## src/rtl/legv8_pkg.sv

```systemverilog
// legv8_pkg: shared types and widths for the LEGv8 memory-access stage.
//   mem_state_t : access FSM states (IDLE, WAIT)
//   DATA_W      : datapath width
//   REG_ADDR_W  : register-file address width
package legv8_pkg;

    localparam int DATA_W     = 64;
    localparam int REG_ADDR_W = 5;

    typedef enum logic {
        IDLE = 1'b0,
        WAIT = 1'b1
    } mem_state_t;

endpackage

```

## src/rtl/mem_stage_if.sv

```systemverilog
// mem_stage_if: data-memory request/response bus (valid/ready).
//   req   : access request valid        (master -> slave)
//   we    : 1 = write, 0 = read         (master -> slave)
//   addr  : byte address                (master -> slave)
//   wdata : store data                  (master -> slave)
//   ready : access accepted/completed   (slave -> master)
//   rdata : load data, valid with ready (slave -> master)
interface mem_stage_if;
    import legv8_pkg::*;

    logic              req;
    logic              we;
    logic [DATA_W-1:0] addr;
    logic [DATA_W-1:0] wdata;
    logic              ready;
    logic [DATA_W-1:0] rdata;

    modport master (output req, we, addr, wdata, input ready, rdata);
    modport slave  (input req, we, addr, wdata, output ready, rdata);

endinterface

```

## src/rtl/D_FF.sv

```systemverilog
// D_FF: single-bit register with load enable and synchronous active-high reset.
//   clk, reset, en : clock, reset, load enable
//   d, q           : data in / registered out
module D_FF (
    input  logic clk,
    input  logic reset,
    input  logic en,
    input  logic d,
    output logic q
);
    always_ff @(posedge clk) begin
        if (reset)   q <= 1'b0;
        else if (en) q <= d;
    end
endmodule

```

## src/rtl/mem_wb_regs.sv

```systemverilog
// mem_wb_regs: MEM/WB pipeline register.
//   clk, reset         : clock, synchronous active-high reset
//   load               : capture a completed instruction (all fields)
//   bubble             : insert a bubble (write enable cleared, data/addr held)
//   wb_data_d/_q       : write-back value
//   reg_write_d/_q     : register-file write enable
//   reg_write_addr_d/_q: destination register
module mem_wb_regs
    import legv8_pkg::*;
(
    input  logic                  clk,
    input  logic                  reset,
    input  logic                  load,
    input  logic                  bubble,
    input  logic [DATA_W-1:0]     wb_data_d,
    input  logic                  reg_write_d,
    input  logic [REG_ADDR_W-1:0] reg_write_addr_d,
    output logic [DATA_W-1:0]     wb_data_q,
    output logic                  reg_write_q,
    output logic [REG_ADDR_W-1:0] reg_write_addr_q
);
    logic rw_en;
    logic rw_d;

    // Load wins over bubble; a bubble only touches the write-enable bit.
    assign rw_en = load | bubble;
    assign rw_d  = load & reg_write_d;

    reg_64_bits u_data (.clk(clk), .reset(reset), .en(load),  .d(wb_data_d),        .q(wb_data_q));
    reg_5_bits  u_addr (.clk(clk), .reset(reset), .en(load),  .d(reg_write_addr_d), .q(reg_write_addr_q));
    D_FF        u_rw   (.clk(clk), .reset(reset), .en(rw_en), .d(rw_d),             .q(reg_write_q));
endmodule

```

## src/rtl/reg_5_bits.sv

```systemverilog
// reg_5_bits: 5-bit register with load enable and synchronous active-high reset.
//   clk, reset, en : clock, reset, load enable
//   d, q           : data in / registered out
module reg_5_bits (
    input  logic       clk,
    input  logic       reset,
    input  logic       en,
    input  logic [4:0] d,
    output logic [4:0] q
);
    always_ff @(posedge clk) begin
        if (reset)   q <= '0;
        else if (en) q <= d;
    end
endmodule

```

## src/rtl/reg_64_bits.sv

```systemverilog
// reg_64_bits: 64-bit register with load enable and synchronous active-high reset.
//   clk, reset, en : clock, reset, load enable
//   d, q           : data in / registered out
module reg_64_bits (
    input  logic        clk,
    input  logic        reset,
    input  logic        en,
    input  logic [63:0] d,
    output logic [63:0] q
);
    always_ff @(posedge clk) begin
        if (reset)   q <= '0;
        else if (en) q <= d;
    end
endmodule

```

## src/rtl/mem_stage.sv

```systemverilog
// mem_stage: LEGv8 memory-access stage. Issues LDUR/STUR over the dmem
// valid/ready bus, stalls upstream while an access is outstanding, aborts
// misaligned or timed-out accesses as flagged bubbles, and owns MEM/WB.
//   clk, reset                 : clock, synchronous active-high reset
//   ex_data, store_data        : EX/MEM ALU result / register-B value
//   MemRead..RegWrite          : EX/MEM control bits
//   reg_write_addr             : destination register
//   dmem                       : data-memory bus (master side)
//   stall                      : freeze upstream pipeline this cycle
//   mem_fault                  : one-cycle pulse after misalign/timeout
//   wb_data_q, RegWrite_q,
//   reg_write_addr_q           : MEM/WB register outputs
module mem_stage
    import legv8_pkg::*;
#(
    parameter int TIMEOUT = 16
) (
    input  logic                  clk,
    input  logic                  reset,
    input  logic [DATA_W-1:0]     ex_data,
    input  logic [DATA_W-1:0]     store_data,
    input  logic                  MemRead,
    input  logic                  MemWrite,
    input  logic                  MemtoReg,
    input  logic                  RegWrite,
    input  logic [REG_ADDR_W-1:0] reg_write_addr,
    mem_stage_if.master           dmem,
    output logic                  stall,
    output logic                  mem_fault,
    output logic [DATA_W-1:0]     wb_data_q,
    output logic                  RegWrite_q,
    output logic [REG_ADDR_W-1:0] reg_write_addr_q
);
    localparam int CNT_W = (TIMEOUT > 1) ? $clog2(TIMEOUT) : 1;
    localparam logic [CNT_W-1:0] CNT_LAST = CNT_W'(TIMEOUT - 1);

    mem_state_t       state_q, state_d;
    logic [CNT_W-1:0] cnt_q, cnt_d;
    logic             mem_op, aligned;
    logic             req, complete, fault_d;

    assign mem_op  = MemRead | MemWrite;
    assign aligned = (ex_data[2:0] == 3'b000);

    always_comb begin
        state_d  = state_q;
        cnt_d    = cnt_q;
        req      = 1'b0;
        stall    = 1'b0;
        complete = 1'b0;
        fault_d  = 1'b0;
        case (state_q)
            IDLE: begin
                if (!mem_op) begin
                    complete = 1'b1;
                end else if (!aligned) begin
                    fault_d = 1'b1;
                end else begin
                    req = 1'b1;
                    if (dmem.ready) begin
                        complete = 1'b1;
                    end else begin
                        stall   = 1'b1;
                        state_d = WAIT;
                        cnt_d   = '0;
                    end
                end
            end
            WAIT: begin
                // Request stays up through the abort cycle; it drops once back in IDLE.
                req = 1'b1;
                if (dmem.ready) begin
                    complete = 1'b1;
                    state_d  = IDLE;
                end else if (cnt_q == CNT_LAST) begin
                    fault_d = 1'b1;
                    state_d = IDLE;
                end else begin
                    stall = 1'b1;
                    cnt_d = cnt_q + 1'b1;
                end
            end
            default: state_d = IDLE;
        endcase
        if (reset) begin
            req      = 1'b0;
            stall    = 1'b0;
            complete = 1'b0;
            fault_d  = 1'b0;
        end
    end

    always_ff @(posedge clk) begin
        if (reset) begin
            state_q   <= IDLE;
            cnt_q     <= '0;
            mem_fault <= 1'b0;
        end else begin
            state_q   <= state_d;
            cnt_q     <= cnt_d;
            mem_fault <= fault_d;
        end
    end

    assign dmem.req   = req;
    assign dmem.we    = MemWrite;
    assign dmem.addr  = ex_data;
    assign dmem.wdata = store_data;

    // Every non-completing cycle (stall, misalign, abort) is a bubble.
    mem_wb_regs u_mem_wb (
        .clk              (clk),
        .reset            (reset),
        .load             (complete),
        .bubble           (~complete),
        .wb_data_d        (MemtoReg ? dmem.rdata : ex_data),
        .reg_write_d      (RegWrite),
        .reg_write_addr_d (reg_write_addr),
        .wb_data_q        (wb_data_q),
        .reg_write_q      (RegWrite_q),
        .reg_write_addr_q (reg_write_addr_q)
    );
endmodule
```

## src/flat_wrapper.sv

```systemverilog
// flat-port wrapper written by rule: the top's interface ports become plain ports
module mem_stage_flat import legv8_pkg::*;
#(
    parameter int TIMEOUT = 16
)
  (clk, reset, ex_data, store_data, MemRead, MemWrite, MemtoReg, RegWrite, reg_write_addr, stall, mem_fault, wb_data_q, RegWrite_q, reg_write_addr_q, dmem_req, dmem_we, dmem_addr, dmem_wdata, dmem_ready, dmem_rdata);
  mem_stage_if dmem_i ();
  input  logic clk;
  input  logic reset;
  input  logic [DATA_W-1:0] ex_data;
  input  logic [DATA_W-1:0] store_data;
  input  logic MemRead;
  input  logic MemWrite;
  input  logic MemtoReg;
  input  logic RegWrite;
  input  logic [REG_ADDR_W-1:0] reg_write_addr;
  output logic stall;
  output logic mem_fault;
  output logic [DATA_W-1:0] wb_data_q;
  output logic RegWrite_q;
  output logic [REG_ADDR_W-1:0] reg_write_addr_q;
  output wire logic [$bits(dmem_i.req)-1:0] dmem_req;
  output wire logic [$bits(dmem_i.we)-1:0] dmem_we;
  output wire logic [$bits(dmem_i.addr)-1:0] dmem_addr;
  output wire logic [$bits(dmem_i.wdata)-1:0] dmem_wdata;
  input wire logic [$bits(dmem_i.ready)-1:0] dmem_ready;
  input wire logic [$bits(dmem_i.rdata)-1:0] dmem_rdata;
  assign dmem_req = dmem_i.req;
  assign dmem_we = dmem_i.we;
  assign dmem_addr = dmem_i.addr;
  assign dmem_wdata = dmem_i.wdata;
  assign dmem_i.ready = dmem_ready;
  assign dmem_i.rdata = dmem_rdata;
  mem_stage #(.TIMEOUT(TIMEOUT)) u_core (.clk(clk), .reset(reset), .ex_data(ex_data), .store_data(store_data), .MemRead(MemRead), .MemWrite(MemWrite), .MemtoReg(MemtoReg), .RegWrite(RegWrite), .reg_write_addr(reg_write_addr), .dmem(dmem_i), .stall(stall), .mem_fault(mem_fault), .wb_data_q(wb_data_q), .RegWrite_q(RegWrite_q), .reg_write_addr_q(reg_write_addr_q));
endmodule
```

## config.mk

```make
export PLATFORM = sky130hd
export DESIGN_NAME = mem_stage_flat
export DESIGN_NICKNAME = d
export VERILOG_FILES = /design/src/rtl/legv8_pkg.sv /design/src/rtl/mem_stage_if.sv /design/src/rtl/D_FF.sv /design/src/rtl/mem_wb_regs.sv /design/src/rtl/reg_5_bits.sv /design/src/rtl/reg_64_bits.sv /design/src/rtl/mem_stage.sv /design/src/flat_wrapper.sv
export SDC_FILE = /design/constraint.sdc
export NUM_CORES = 1
export LEC_CHECK = 0
export ABC_AREA = 1
export BUFFER_PORTS_ARGS = -buffer_cell sky130_fd_sc_hd__buf_2
export CAP_MARGIN = 10
export CORE_AREA = 2 2 160 162
export CTS_CLUSTER_SIZE = 40
export DETAILED_ROUTE_END_ITERATION = 6
export DIE_AREA = 0 0 162 164
export GPL_TIMING_DRIVEN = 0
export SLEW_MARGIN = 20
export SYNTH_ARGS = -nofsm -noshare
export SYNTH_HDL_FRONTEND = slang
export SYNTH_SLANG_ARGS = --single-unit
export TNS_END_PERCENT = 20
```

## constraint.sdc

```tcl
create_clock -name clk -period 1.27 [get_ports clk]
set_input_delay 0.254 -clock clk [delete_from_list [all_inputs] [get_ports clk]]
set_output_delay 0.254 -clock clk [all_outputs]
set_load 0.01 [all_outputs]
```

# After elaboration in Yosys (flattened, before gate mapping)

Index checks and enable logic that the tools add are counted.

$add $sub $neg: 1
Mux-type cells: 28
Bitwise gates (word level): 3
Eq/ne operators: 6
Reductions and logical operators: 2

Operator list:

| kind                                                            | count |
|---|---|
| 64-bit two-way mux                                              | 1 |
| 4-bit two-way mux                                               | 5 |
| 1-bit two-way mux                                               | 17 |
| 1-bit one-hot mux with 2 select lines                           | 4 |
| 4-bit one-hot mux with 2 select lines                           | 1 |
| 2-bit != test, second input constant                            | 3 |
| 5-bit AND reduction                                             | 1 |
| 4-bit by 1-bit adder with 4-bit output, second input constant   | 1 |
| 4-bit equality test, second input constant                      | 1 |
| 2-bit by 1-bit != test with 1-bit output, second input constant | 2 |
| 3-bit logical NOT                                               | 1 |
| 1-bit bitwise AND                                               | 1 |
| 1-bit NOT                                                       | 1 |
| 1-bit bitwise OR                                                | 1 |

Output and inout bits: 202
Register bits after elaboration: 76

# Logic depth before layout (Yosys ltp)

Gate-level depths: netlist of run 1.

Depth after elaboration: 6
Gate-level depth with buffers: 8
Mapped depth without buffers: 8

# Cells and area by module

A second synthesis of run 1 with hierarchy kept.

Cells, all modules: 711
Area, all modules: 5,064.9 µm²

Modules (own cells, without submodules):

| module      | sequential area each (µm²) | area each (µm²) | instances | cells an instance |
|---|---|---|---|---|
| reg_64_bits | 1,281.2                    | 2,666.3         | 1         | 405 |
| mem_stage   | 120.1                      | 2,125.8         | 1         | 262 |
| reg_5_bits  | 100.1                      | 209.0           | 1         | 32 |
| D_FF        | 20.0                       | 45.0            | 1         | 7 |
| mem_wb_regs | 0.0                        | 18.8            | 1         | 5 |

# Least setup slack after synthesis of run 1

No wires, ideal clock.

Kind: reg2out
From: register u_core.cnt_q[0]
To: output port stall
Arrival: 1,115 ps
Data required time: 1,016 ps
Cell stages (with the launch flop): 7
Path buffers: 0
Path slack: -99 ps
Path through: dfxtp_1 -> ha_1 -> nand2_1 -> inv_1 -> nand3_1 -> nand3_1 -> nor2_1

Longest elaborated chain between the ends: 5

Ends and longest elaborated chain:

| what                                  | line               | source |
|---|---|---|
| start, declared                       | mem_stage.sv:38    | `logic [CNT_W-1:0] cnt_q, cnt_d;` |
| start signal, assigned                | mem_stage.sv:100   | `cnt_q <= cnt_d;` |
| 4-bit equality test                   | mem_stage.sv:75    | `end else if (cnt_q == CNT_LAST) begin` |
| 1-bit two-way mux                     | mem_stage.sv:75    |  |
| 1-bit two-way mux                     | mem_stage.sv:72    | `if (dmem.ready) begin` |
| 1-bit one-hot mux with 2 select lines | mem_stage.sv:52    | `case (state_q)` |
| 1-bit two-way mux                     | -                  |  |
| end, declared                         | flat_wrapper.sv:17 | `output logic stall;` |

No other way between the ends.

# Final worst setup path of run 1

Ends and elaborated chain as after synthesis.

==> results of run 1 <==
## power groups by stage
stage | Clock [mW] | Combinational, mW | Sequential, mW
after floorplan | 0 | 1.12 | 2.82
final | 2.62 | 2.30 | 2.69
after global placement | 0 | 2.10 | 2.72
after global routing | 2.83 | 2.54 | 2.71
after CTS | 2.77 | 2.21 | 2.67
after detailed placement | 0 | 2.12 | 2.73
## kinds of logic (layout without fill, tap and decap cells)
| logic type | Yosys count | count (layout) | synth area share |
|---|---|---|---|
| mux | 49 | 49 | 0.101 |
| compound gates | 20 | 20 | 0.0214 |
| fa+ha+maj | 1 | 1 | 0.00258 |
| flops | 76 | 76 | 0.313 |
| simple gates | 328 | 329 | 0.292 |
| other cells | 0 | 2 | 0 |
| buf+inv | 201 | 576 | 0.269 |
## state kept, by name, summed over array words and instances (netlist names)
signal	count
u_core.state_q	1
u_core.mem_fault	1
u_core.u_mem_wb.u_data.q	64
u_core.u_mem_wb.u_rw.q	1
u_core.u_mem_wb.u_addr.q	5
u_core.cnt_q	4
## what timing repair did
item,CTS,global route
setup endpoints to repair,77,75
pin swaps,24,6
setup buffers,9,9
gates cloned,0,3
resized for setup,50,53
## area by class of cell
cell class / count / area [µm²] / area share
clock buffers: 9 / 225 / 0.0287
repair buffers: 361 / 1920 / 0.245
flip-flops and latches: 76 / 1530 / 0.195
multi-input cells: 399 / 2250 / 0.287
clock inverters: 6 / 65.1 / 0.00830
inverters: 35 / 144 / 0.0184
plain buffers: 165 / 1290 / 0.165
well taps: 330 / 413 / 0.0527
diodes: 2 / 5.00 / 0.000639
## layer usage
metal  wire length [µm]  vias up  track usage
met5                  0        -            0
met4                238        0       0.0374
met3               1290       15       0.0323
met2               9520      209        0.235
met1               7470     2403        0.153
li1                   -     2764            -
## stage by stage
step	utilization	setup slack, ns	TNS [ns]
after floorplan	-	0.0104	0
after global placement	0.282	-0.721	-50.09
after detailed placement	0.282	-0.781	-51.97
after CTS	0.303	-0.363	-1.69
after global routing	0.316	-0.439	-11.25
final	0.316	-0.372	-5.93
## how the worst max path moves through the flow
stage                    start                            to  slack (ns)  cells past startpoint
3_5_place_dp        ex_data[1]  u_core.u_mem_wb.u_data.q[63]       -0.78                      9
3_3_place_gp        ex_data[1]  u_core.u_mem_wb.u_data.q[15]       -0.72                      9
6_report       u_core.cnt_q[0]                         stall       -0.37                      7
5_1_grt        u_core.cnt_q[0]                         stall       -0.44                      7
2_1_floorplan  u_core.cnt_q[0]                         stall        0.01                      6
4_1_cts        u_core.cnt_q[1]                         stall       -0.36                      7
## layout by cell type (no fill, tap or decap), types with 3 or more instances in the layout
| cell type | n |
|---|---|
| nand3_4 | 3 |
| mux2i_1 | 49 |
| a21oi_1 | 4 |
| nor2_4 | 4 |
| inv_1 | 31 |
| buf_8 | 7 |
| clkbuf_16 | 11 |
| dfxtp_1 | 73 |
| or2_2 | 14 |
| buf_12 | 3 |
| nor2_2 | 25 |
| buf_4 | 150 |
| o21ai_0 | 14 |
| nand4_1 | 21 |
| nand3_1 | 53 |
| buf_6 | 9 |
| nand2_8 | 3 |
| nand2_2 | 4 |
| clkbuf_1 | 8 |
| nor2_1 | 82 |
| buf_2 | 344 |
| nand2_1 | 116 |
## critical path: cells and delay by family, from the launching register on
| kind | cells | cell delay, ns |
|---|---|---|
| buf+inv | 2 | 0.16 |
| simple gates | 4 | 0.38 |
| flops | 1 | 0.34 |
| fa+ha+maj | 1 | 0.16 |
==> metrics list, run 1 <==
* Net count after synthesis: 880
- The number of global-route vias before repair was 4856.
* Clk Latency, worst-skew pair: 0.34 ns
* Worst min-delay path startpoint: RegWrite
- Across all register-to-register paths, the minimum setup slack is -0.10 ns.
- For the final database, setup skew stands at 0.00655 ns.
* Mean Syn Cell Area: 7.19 µm²
* Root buffer cell: clkbuf_16
- The first global-routing pass estimated 26500 µm of wire.
- Final clock period utilization by the worst path: 1.29
- Number of buffers inserted for hold repair after clock tree synthesis: 0
- Maximum number of pins on one net before global-route repair: 14
- The cell that appears most often on the critical path is nand3_4.
- H-tree Lvls: 3
* Synth area leader: dfxtp_1
* Seq pwr share: 0.354
- After synthesis, the share of flip-flops with an asynchronous set or reset is 0.
- Crit path setup slack, layout: -0.372 ns
- Cell internal power dissipation: 5.24 mW
* Gp weighted congestion: 0.776
- Data arrival time of the worst path: 1.39 ns
- # port buffers: 341
- Critical-path cell with the highest stage delay: dfxtp_2
- Sequence of cells on the critical path: ha_4 > nand2_2 > inv_2 > nand3_4 > nand3_4 > nor2_4 > buf_6
- TritonCTS Buffers: 9
- The finished cells cover 7840 µm².
- Placed cell area: 6990 µm²
- Top cells by area, synth: dfxtp_1 31%, buf_4 21%, mux2i_1 10%
- Total congestion overflow: 0
* Kind of critical path: reg -> out
- EDFF count, synth: 0
- TritonCTS built the clock tree.
* Count of vias placed by the detailed router: 5391
- Top-Level Pins: 406
- Antenna violations before repair: 2
- Maximum Capacitance Violations: 0
- IR analysis of the VDD net gives a maximum drop of 409 µV.
- The most used flip-flop cell after synthesis is dfxtp_1.
* Starting density of the core: 0.196
* Die Wd: 162 µm
- Total Routing Usage GR: 0.130
* Yosys Warn Count: 0
- The filler cells instantiated in the layout total 2685.
- For hold timing, the worst endpoint is u_core.u_mem_wb.u_rw.q.
* Final critical delay including setup and external delays: 1.64 ns
* Post-synthesis sequential area ratio: 0.313
- Smallest hold slack: 0.137 ns
- The share of total power dissipated in combinational logic is 0.302.
* Final hold vios: 0
* Depth of the worst register-to-register path: 8
- Post-Syn Area: 4850 µm²
* Layout Area Growth over Synthesis: 61.4%
- Transition at the pin with the smallest max-transition slack: 0.470 ns
- Counting every sink on the clock net gives 76.
- buf_4 is the most common cell in the netlist.
- Final routed wirelength across all metal layers: 18500 µm
- DR WL/cell: 13.4 µm
* Worst Hold Class: in -> reg
- Post-detailed-placement half-perimeter wirelength: 14700 µm
* Vias per cell: 3.90
- After layout, the design draws a total of 7.60 mW.
* Power per unit of standard cell area: 969 nW/µm²
* Critical path endpoint category: output pin
- After the last flow step, the layout net total stands at 1252.
* Number of remaining DRC errors: 0
* RSZ-0062 raised after global routing: yes
- The count of nets left with antenna violations once routing finished came out at 0.
- The die covers 26600 µm².
- After synthesis the netlist holds a flip-flop and latch count of 76.
- In this design, the stage delay of the slowest critical-path cell is 0.34 ns.
* Hold-critical path depth: 3
- The core region is 24800 µm².
* Headroom to the max-slew limit: 0.687
- Count of final max-slew check failures: 0
- Placed Cells incl. Taps: 1346
- Capturing point of the worst reg2reg path: u_core.u_mem_wb.u_data.q[3]
- Cells after Synth: 675
- Category of the worst setup path launch point: register
- Number of standard-cell rows in the floorplan: 58
* FF-to-FF Start: u_core.state_q
* Switch Pwr: 2.36 mW
- The die is 164 µm tall.
- After the first detailed-routing iteration, the DRC count stood at 207.
- The share of total power dissipated in the clock network is 0.344.
- Fraction of layout cells with a size suffix above 1: 0.569
- Clock buffer depth: 2
* Clock slew at reported path FFs: 0.07 ns
- 1st-pass router iterations: 4
- Maximum achievable frequency: 0.609 GHz
* Leakage power of the design: 4.37 nW
- Synth cell count leaders: 136 x buf_4, 122 x nand2_1, 111 x nor2_1, 76 x dfxtp_1, 55 x nand3_1
* Run status: finished, violations left
* Post-Layout Cell Count: 1383
* Sw frac: 0.310
- STA puts the critical path data required time at 1.02 ns.
- Final setup vio count: 72
- Largest fanout on the critical path: 3
- Of the post-synthesis cell area, the dominant cell type holds 0.313.
- Synthesis instantiated 21 different standard cells from the library.
* Violated checks: setup timing
No activity file was read; power rests on OpenSTA's default activity.
==> inputs of run 2 (changes only) <==
--- a/config.mk
+++ b/config.mk
@@ -12,9 +12,9 @@
 export CTS_CLUSTER_SIZE = 40
 export DETAILED_ROUTE_END_ITERATION = 6
 export DIE_AREA = 0 0 162 164
-export GPL_TIMING_DRIVEN = 0
+export GPL_TIMING_DRIVEN = 1
 export SLEW_MARGIN = 20
 export SYNTH_ARGS = -nofsm -noshare
 export SYNTH_HDL_FRONTEND = slang
 export SYNTH_SLANG_ARGS = --single-unit
-export TNS_END_PERCENT = 20
+export TNS_END_PERCENT = 100
==> run 2 against run 1 <==
Effect of this change: the flow still finishes with violations (setup timing); clock skew decreased by 0.0014 ns; via count decreased by 6.9%; final area decreased by 2.8%; power increased by 2.0%.
==> metrics list, run 2 (synthesized netlist as in run 1, its figures left out) <==
* Worst Hold Class: in -> reg (unchanged)
* Number of flip-flops under the largest register name: 64 (unchanged)
* Clock slew at reported path FFs: 0.06 ns (was 0.07 ns)
- The root buffer cell is clkbuf_16 (unchanged).
- RSZ-0062 raised after global routing: yes (unchanged).
- Destination of the worst hold path: u_core.u_mem_wb.u_rw.q (unchanged)
* Largest fanout on the critical path: 2 (was 3)
* Detail Route Antenna Nets: 0 (unchanged)
- The total track usage was 0.129 (was 0.130).
* Transition at the pin with the smallest max-transition slack: 0.331 ns (was 0.470 ns)
- Fraction of layout cells with a size suffix above 1: 0.569 (about the same)
- Hold-critical path depth: 3 (unchanged)
* Seq pwr share: 0.350 (was 0.354)
* Final setup vio count: 75 (was 72)
* Top-Level Pins: 406 (unchanged)
- The critical setup path kind was reg -> out (unchanged).
- The hold buffer count at cts was 0 (unchanged).
* # port buffers: 277 (was 341)
- Register name with the most flops: u_core.u_mem_wb.u_data.q (unchanged)
* Maximum achievable frequency: 0.616 GHz (was 0.609 GHz)
- Smallest hold slack: 0.127 ns (was 0.137 ns)
- The fraction of power consumed by combinational cells is 0.308 (was 0.302).
- Crit path setup slack, layout: -0.354 ns (was -0.372 ns)
* Headroom to the max-slew limit: 0.777 (was 0.687)
- The most common cell after layout, fill and taps aside is buf_2 (unchanged).
* Sw frac: 0.312 (was 0.310)
- Depth of the worst register-to-register path: 9 (was 8)
* Floorplan Core Area: 24800 µm² (unchanged)
- Vias in the first global route: 4560 (was 4856)
* Clk Latency, worst-skew pair: 0.35 ns (was 0.34 ns)
- The die outline height is 164 µm (unchanged).
* Post-route total power: 7.75 mW (was 7.60 mW)
- Die Wd: 162 µm (unchanged)
- Capturing point of the worst reg2reg path: u_core.u_mem_wb.u_data.q[40] (was u_core.u_mem_wb.u_data.q[3])
- Met3 layer wire length in the routed design: 1160 µm (was 1290 µm)
* Nets: 1085 (was 1252)
- Maximum Capacitance Violations: 0 (unchanged)
- The share of the core filled with cells is 0.307 (was 0.316).
- The HPWL reported at the end of detailed placement is 12400 µm (was 14700 µm).
- Final clock period utilization by the worst path: 1.28 (was 1.29)
- Critical path endpoint category: output pin (unchanged)
- Antenna violations before repair: 1 (was 2)
- Number of standard-cell rows in the floorplan: 58 (unchanged)
* Final critical delay including setup and external delays: 1.62 ns (was 1.64 ns)
- Count of vias placed by the detailed router: 5018 (was 5391)
- Run status: finished, violations left (unchanged).
- Placed Cells incl. Taps: 1165 (was 1346)
- Worst min-delay path startpoint: RegWrite (unchanged)
- The share of total power in the clock network came to 0.342 (was 0.344).
- The reg-to-reg critical path startpoint is u_core.state_q (unchanged).
- Post-Layout Cell Count: 1216 (was 1383)
- The effective utilization at floorplan came to 0.196 (unchanged).
* Vias per cell: 4.13 (was 3.90)
- Wire length of the first global-routing pass: 25500 µm (was 26500 µm)
- The total routed wirelength was 18600 µm (was 18500 µm).
* Count of filler cells inserted in the layout: 2675 (was 2685)
* Endpoint required time on the critical path: 1.02 ns (about the same)
- Most frequent cells in the layout: 274 x buf_2, 97 x nand2_1, 73 x nor2_1, 73 x dfxtp_1, 49 x mux2i_1 (was 344 x buf_2, 150 x buf_4, 116 x nand2_1)
- The CTS buffer count came to 9 (unchanged).
- Clock buffer depth: 2 (unchanged)
- The maximum VDD drop is 498 µV (was 409 µV).
* Switch Pwr: 2.42 mW (was 2.36 mW)
- The reg-to-reg setup timing slack was -0.19 ns (was -0.10 ns).
- Layout Area Growth over Synthesis: 56.9% (was 61.4%)
- Placed cell area: 6030 µm² (was 6990 µm²)
- Gp weighted congestion: 0.806 (was 0.776)
- The leakage power figure was 3.88 nW (was 4.37 nW).
* Final setup skew: 0.00511 ns (was 0.00655 ns)
- The first-pass iteration count of the detailed router came to 4 (unchanged).
- The mean routed wirelength per cell was 15.3 µm (was 13.4 µm).
- The detailed-route DRC error count came to 0 (unchanged).
- Maximum number of pins on one net before global-route repair: 35 (was 14)
- The number of pins exceeding their max-slew limit in the final report is 0 (unchanged).
* H-tree Lvls: 3 (unchanged)
* Violated checks: setup timing (unchanged)
- The wire length the detailed router placed on met1 was 7560 µm (was 7470 µm).
- The master of the slowest instance on the critical path was dfxtp_2 (unchanged).
* Cell internal power dissipation: 5.34 mW (was 5.24 mW)
- Non-Filler Cell Area, Final: 7610 µm² (was 7840 µm²)
- The most prevalent standard cell on the critical path is nand3_4 (unchanged).
- The die area came to 26600 µm² (unchanged).
- The final global-route overflow total came to 0 (unchanged).
- Largest regs: u_core.u_mem_wb.u_data.q (64), u_core.u_mem_wb.u_addr.q (5), u_core.cnt_q (4) (unchanged).
- The top layer used by detailed routing is met4 (unchanged).
* Clock tree from TritonCTS: yes (unchanged)
- Final hold vios: 0 (unchanged)
- Delay of the slowest critical-path stage: 0.33 ns (was 0.34 ns)
- DRT iter0 DRCs: 205 (was 207)
* Number of sinks on the clock net: 76 (unchanged)
- The ratio of total power to cell area is 1020 nW/µm² (was 969 nW/µm²).
- The met2 routed wirelength is 9430 µm (was 9520 µm).
* Data arrival time of the worst path: 1.37 ns (was 1.39 ns)
- The launching element type of the critical path is a register (unchanged).
- Sequence of cells on the critical path: ha_4 > nand2_2 > inv_2 > nand3_4 > nand3_4 > nor2_4 > buf_6 (unchanged)
[run 2: cell count changes in the layout (fill, tap and decap cells not counted), sizes merged]
cell / change
buf: -162
clkbuf: -4
clkinv: -1
diode: -1
inv: -1
nand2: -1
nand3: +3
[run 2: worst max path at each step]
stage,from,endpoint,slack (ns)
after global placement,ex_data[1],u_core.u_mem_wb.u_data.q[33],-0.27
after floorplan,u_core.cnt_q[0],stall,0.01
after detailed placement,ex_data[1],u_core.u_mem_wb.u_addr.q[3],-0.31
after global routing,u_core.cnt_q[1],stall,-0.43
final,u_core.cnt_q[1],stall,-0.35
after CTS,u_core.cnt_q[1],stall,-0.35
[run 2: power by group through the flow]
stage | sequential (mW) | combinational (mW) | clock (mW)
2_1_floorplan | 2.82 | 1.12 | 0
3_3_place_gp | 2.72 | 1.75 | 0
3_5_place_dp | 2.73 | 1.76 | 0
4_1_cts | 2.70 | 2.25 | 2.80
5_1_grt | 2.74 | 2.59 | 2.85
6_report | 2.71 | 2.39 | 2.65
[run 2: per-layer routing]
| metal | GRT usage | vias up |
|---|---|---|
| met1 | 0.145 | 2336 |
| met2 | 0.232 | 195 |
| li1 | - | 2453 |
| met4 | 0.0487 | 0 |
| met3 | 0.0361 | 34 |
| met5 | 0 | - |
[run 2: metrics by stage]
step	setup WS, ns	setup TNS, ns
floorplan	0.0104	0
CTS	-0.349	-7.69
global placement	-0.274	-16.46
finish	-0.354	-8.39
global route	-0.431	-13.89
detailed placement	-0.311	-19.42
[run 2: what timing repair did]
item	in CTS	in global routing
pin swaps	35	35
endpoints found under the setup margin	68	76
gates resized for setup	113	84
cloned	14	5
buffers inserted	13	7
[run 2: final cells by class]
cell class,instances,area (µm²),area share
sequential,76,1530,0.200
clock inverter,3,46.3,0.00608
inverter,35,158,0.0207
tap,330,413,0.0542
multi-input combinational,401,2640,0.347
timing repair inverter,1,11.3,0.00148
timing repair buffer,356,2570,0.337
antenna,1,2.50,0.000329
clock buffer,13,250,0.0329
[run 2: critical path, delay by kind of cell (launching register included)]
family,cells,cell delay [ns]
adder cells (fa/ha/maj),1,0.16
buffers and inverters,2,0.16
flip-flops,1,0.33
AND/OR/NAND/NOR,4,0.36
